===== src/rtl/uart_tx_pkg.sv =====
// Shared definitions for the FIFO-draining UART transmitter.
// Holds the FSM state encoding, the parity selector values and the line levels.
package uart_tx_pkg;

  // Each state names the bit currently on the line.
  typedef enum logic [2:0] {
    IDLE   = 3'd0,
    START  = 3'd1,
    DATA   = 3'd2,
    PARITY = 3'd3,
    STOP   = 3'd4
  } state_t;

  localparam logic PAR_EVEN  = 1'b0;
  localparam logic PAR_ODD   = 1'b1;

  localparam logic IDLE_LVL  = 1'b1;
  localparam logic START_LVL = 1'b0;

endpackage


===== src/rtl/uart_tx_serializer.sv =====
// Data path of the transmitter: loads a FIFO word at fetch and shifts it out LSB first.
// cur_bit is the bit to put on the line next; last_bit flags the final data bit.
module uart_tx_serializer
  import uart_tx_pkg::*;
#(
  parameter int DATA_WIDTH = 8
) (
  input  logic                  CLK,
  input  logic                  RST,
  input  logic                  load,
  input  state_t                state,
  input  logic [DATA_WIDTH-1:0] load_data,
  output logic                  cur_bit,
  output logic                  last_bit
);

  localparam int CW = (DATA_WIDTH > 1) ? $clog2(DATA_WIDTH) : 1;

  logic [DATA_WIDTH-1:0] data_reg;
  logic [CW-1:0]         bit_cnt_reg;
  logic                  shift;

  assign last_bit = (bit_cnt_reg == CW'(DATA_WIDTH - 1));
  assign cur_bit  = data_reg[0];

  // START puts bit 0 on the line, so the register already advances there;
  // inside DATA bit k is driving while bit k+1 sits at position 0.
  assign shift = (state == START) || ((state == DATA) && !last_bit);

  always_ff @(posedge CLK or negedge RST) begin
    if (!RST) begin
      data_reg <= '0;
    end else if (load) begin
      data_reg <= load_data;
    end else if (shift) begin
      data_reg <= data_reg >> 1;
    end
  end

  always_ff @(posedge CLK or negedge RST) begin
    if (!RST) begin
      bit_cnt_reg <= '0;
    end else if (state == START) begin
      bit_cnt_reg <= '0;
    end else if ((state == DATA) && !last_bit) begin
      bit_cnt_reg <= bit_cnt_reg + CW'(1);
    end
  end

endmodule


===== src/rtl/uart_tx_fifo_drain.sv =====
// Pops words from the read side of a FIFO and sends each as a UART frame, one bit per CLK.
// Frames run back to back while the FIFO stays non-empty; parity config is latched per word.
module uart_tx_fifo_drain
  import uart_tx_pkg::*;
#(
  parameter int DATA_WIDTH = 8
) (
  input  logic                  CLK,
  input  logic                  RST,
  input  logic                  EMPTY,
  input  logic [DATA_WIDTH-1:0] RD_DATA,
  input  logic                  PAR_EN,
  input  logic                  PAR_TYP,
  output logic                  R_INC,
  output logic                  TX_OUT,
  output logic                  BUSY
);

  state_t state_reg, state_next;
  logic   tx_next;
  logic   fetch;
  logic   par_en_q, par_bit;
  logic   ser_bit, ser_last;

  assign fetch = ((state_reg == IDLE) || (state_reg == STOP)) && !EMPTY;
  // Gated so no pop is requested while reset holds the FSM.
  assign R_INC = fetch & RST;

  uart_tx_serializer #(
    .DATA_WIDTH(DATA_WIDTH)
  ) u_serializer (
    .CLK      (CLK),
    .RST      (RST),
    .load     (fetch),
    .state    (state_reg),
    .load_data(RD_DATA),
    .cur_bit  (ser_bit),
    .last_bit (ser_last)
  );

  always_comb begin
    state_next = state_reg;
    tx_next    = TX_OUT;
    case (state_reg)
      IDLE, STOP: begin
        if (fetch) begin
          state_next = START;
          tx_next    = START_LVL;
        end else begin
          state_next = IDLE;
          tx_next    = IDLE_LVL;
        end
      end
      START: begin
        state_next = DATA;
        tx_next    = ser_bit;
      end
      DATA: begin
        if (!ser_last) begin
          tx_next = ser_bit;
        end else if (par_en_q) begin
          state_next = PARITY;
          tx_next    = par_bit;
        end else begin
          state_next = STOP;
          tx_next    = IDLE_LVL;
        end
      end
      PARITY: begin
        state_next = STOP;
        tx_next    = IDLE_LVL;
      end
      default: begin
        state_next = IDLE;
        tx_next    = IDLE_LVL;
      end
    endcase
  end

  always_ff @(posedge CLK or negedge RST) begin
    if (!RST) begin
      state_reg <= IDLE;
      TX_OUT    <= IDLE_LVL;
      BUSY      <= 1'b0;
    end else begin
      state_reg <= state_next;
      TX_OUT    <= tx_next;
      BUSY      <= (state_next != IDLE);
    end
  end

  // Parity settings are captured with the word so mid-frame changes wait for the next fetch.
  always_ff @(posedge CLK or negedge RST) begin
    if (!RST) begin
      par_en_q <= 1'b0;
      par_bit  <= PAR_EVEN;
    end else if (fetch) begin
      par_en_q <= PAR_EN;
      par_bit  <= (^RD_DATA) ^ PAR_TYP;
    end
  end

endmodule


===== config.mk =====
export PLATFORM = sky130hd
export DESIGN_NAME = uart_tx_fifo_drain
export DESIGN_NICKNAME = d
export VERILOG_FILES = /design/src/rtl/uart_tx_pkg.sv /design/src/rtl/uart_tx_serializer.sv /design/src/rtl/uart_tx_fifo_drain.sv
export SDC_FILE = /design/constraint.sdc
export NUM_CORES = 1
export LEC_CHECK = 0
export CAP_MARGIN = 20
export CELL_PAD_IN_SITES_DETAIL_PLACEMENT = 0
export CELL_PAD_IN_SITES_GLOBAL_PLACEMENT = 2
export CORE_ASPECT_RATIO = 0.5
export CORE_MARGIN = 8
export CORE_UTILIZATION = 36
export CTS_BUF_LIST = sky130_fd_sc_hd__clkbuf_4 sky130_fd_sc_hd__clkbuf_8
export DETAILED_ROUTE_END_ITERATION = 16
export MAX_ROUTING_LAYER = met4
export PLACE_DENSITY = 0.86
export SYNTH_ARGS = -nofsm -noshare
export SYNTH_HDL_FRONTEND = slang
export SYNTH_HIERARCHICAL = 1
export SYNTH_SLANG_ARGS = --single-unit

===== constraint.sdc =====
create_clock -name CLK -period 2.5 [get_ports CLK]
set_input_delay 0.25 -clock CLK [delete_from_list [all_inputs] [get_ports CLK]]
set_output_delay 0.25 -clock CLK [all_outputs]
set_load 0.05 [all_outputs]

==> metrics <==
# IOs=16; post-route minimum period=1.924 ns; number of fill cells in the layout=260; antenna viol nets, final=0; H-tree depth=1; DRC viols=0; Flop pwr share=36.4%; WL final=2178 um; mux contribution to synthesized area=4.311%; Net Sw Frac=38.80%; Post-CTS Setup Bufs=0; largest family of logic cells by synthesized area=compound AO/OA/AOI/OAI gates; Min-Delay Path Class=input pin to async pin; GRT overflow=0; Switch Pwr=580.7 uW; final setup margin=roughly 0.58 ns; via/cell ratio=a little over 5; initial core utilization=38.93%; worst-margin pin slew=0.4999 ns; router iterations before antenna repair=4; post-CTS sizing=0; RD Place Congestion=0.7413; Initial DRC Count=16; RSZ-0062 raised after global routing=no; Cell variety after synth=36; combinational share of power=around 48%; slowest CP cell=dfrtp_1; All-Layer GR Usage=10.17%; Min Hold Slack=0.3878 ns; Crit. End Element=output port; fin cells=149; critical path data arrival time=approximately 1.7 ns; max incr delay on CP=0.52 ns; final period utilization=76.97%; multi-input logic area=538.0 um2; Syn Nets=110; crit path max fanout=23; Top FF cell, synth=dfrtp_1; final setup fails=0; Peak Freq=519.7 MHz; vias post-DR=773; synthesized flop and latch total=18; Crit path required time=2.25 ns; Lkg Pwr=0.0005481 uW; # hold bufs at CTS=0; max_cap viols=0; Fin. Hold Viols=0; Clock transition at path regs=0.07 ns; Synth warnings=6; Final #Nets=128; Gate Count Post-Synth=95; CP startpoint kind=flop; final slew viol count=0; Clk pwr share=15.9%; initial antenna violation count=0; Final TNS setup=0 ns; Area growth, synth to finish=24.07%; Setup CP Type=flop to output port; Avg WL per Cell=14.62 um; Internal=915.8 uW; Worst VDD drop=0.4662 mV; die width=between 90 and 100 um; die height=approximately 54 um; post-synthesis simple-gate area fraction=14.01%; Reg area=451.7 um2; clk buf depth=2; syn_area_per_cell=11.00 um2; async set-or-reset flop fraction in the synthesized netlist=100.0%; detailed placer's ending HPWL=1594 um; Synth Cell Area=0.001045 mm2; CTS tree=built; Skew-Pair Late Insertion Delay=0.26 ns; vias in the first global route=793; Place WS=0.6751 ns; CTS root buf=clkbuf_8; port bufs=15; Post-synth EDFFs=0; Ant. Diodes=0; Sink Count=18; first-pass GRT wire length=3843 um; Core Util, Final=48.30%; Adder-Cell Fraction of Synth Area=under 10%; relative slew slack=between 60 and 70%; Core Area=0.002684 mm2; Seq/Total Area, Yosys=a little over two fifths; post-synthesis xor/xnor area fraction=8.024%; layout cells sized above 1=19.64%; area fraction in compound gates after synthesis=22.75%; row count=13; post-placement cell count=~150; R2R cell count=5; Die Area=roughly 0.0050 mm2; max reg flops=8; total CTS buffers=3; Clock Skew=0.004283 ns; worst-path cell chain=nor3_2 > buf_4 > and2_1 > buf_12; Pwr Density=between 1000 and 1500 mW/mm2; status=finished clean; largest net degree at the start of global routing=24
-- cells by family (layout without fill, tap and decap cells) --
kind of cell	count (synthesis)	after routing
multiplexers	4	4
flip-flops	18	18
XOR/XNOR	7	7
AND/OR/NAND/NOR	27	27
adder cells (fa/ha/maj)	2	2
buffers and inverters	12	29
AO/OA/AOI/OAI	25	25
-- critical path: cells and delay by family, from the launching register on --
family,cells,cell delay (ns)
buf+inv,2,0.44
flops,1,0.52
simple gates,2,0.45
-- final timing paths --
path | slack (ns) | endpoint | startpoint
min | 0.39 | u_serializer/data_reg[1]$_DFFE_PN0P_ | RST
max reg2reg | 0.73 | u_serializer/data_reg[7]$_DFFE_PN0P_ | u_serializer/bit_cnt_reg[0]$_DFFE_PN0P_
min reg2reg | 0.52 | u_serializer/bit_cnt_reg[1]$_DFFE_PN0P_ | u_serializer/bit_cnt_reg[1]$_DFFE_PN0P_
min in group CLK | 0.52 | u_serializer/bit_cnt_reg[1]$_DFFE_PN0P_ | u_serializer/bit_cnt_reg[1]$_DFFE_PN0P_
max | 0.58 | R_INC | state_reg[1]$_DFF_PN0_
max in group asynchronous | 1.85 | TX_OUT$_DFF_PN1_ | RST
-- power groups by stage --
stage,clock network [uW],logic [uW],registers (uW)
after global routing,265,792,565
after global placement,0,710,546
after CTS,251,724,546
after floorplan,0,550,561
final,238,714,544
after detailed placement,0,721,550
-- metal layers --
layer	vias to the layer above	track usage, %	wire length [um]
met5	-	-	0
met4	0	3.958	32
met3	4	3.186	87
met2	18	15.41	973
met1	372	12.53	1085
li1	379	-	-
-- cells in the mapped netlist, types with 2 or more instances --
cell       instances  share of area, %
o21ai_0            2              0.96
nor2_1            10               3.6
a221oi_2           6               8.6
nor3b_1            2               1.4
dfrtp_1           17                41
buf_2              2              0.96
a21boi_0           5               3.6
o2bb2ai_1          3               2.5
ha_1               2               2.4
mux2i_1            3               2.9
xnor2_1            4               3.4
a21oi_1            2              0.96
nand2b_1           3               1.8
inv_1              8               2.9
nand2_1            4               1.4
a22oi_1            2               1.4
-- through the flow --
step                cell area, um2  total power, uW
floorplan                     1045             1111
global placement              1241             1257
detailed placement            1241             1271
CTS                           1296             1521
global route                  1296             1623
finish                        1296             1496
-- final cells by class --
cell class                 instances  area share, %
clock buffer                       4          4.247
inverter                           8          2.317
multi-input combinational         65          41.51
sequential                        18          34.85
tap                               37          3.571
timing repair buffer              17          13.51
-- placed cells by master, fill, tap and decap left out, types with 2 or more instances in the layout --
cell	Yosys	final
dfrtp_1	17	17
clkdlybuf4s50_1	0	14
nor2_1	10	10
inv_1	8	8
a221oi_2	6	6
a21boi_0	5	5
nand2_1	4	4
xnor2_1	4	4
clkbuf_8	0	4
mux2i_1	3	3
nand2b_1	3	3
o2bb2ai_1	3	3
a21oi_1	2	2
nor3b_1	2	2
o21ai_0	2	2
buf_4	0	2
a22oi_1	2	2
ha_1	2	2
No activity file was read; power rests on OpenSTA's default activity.
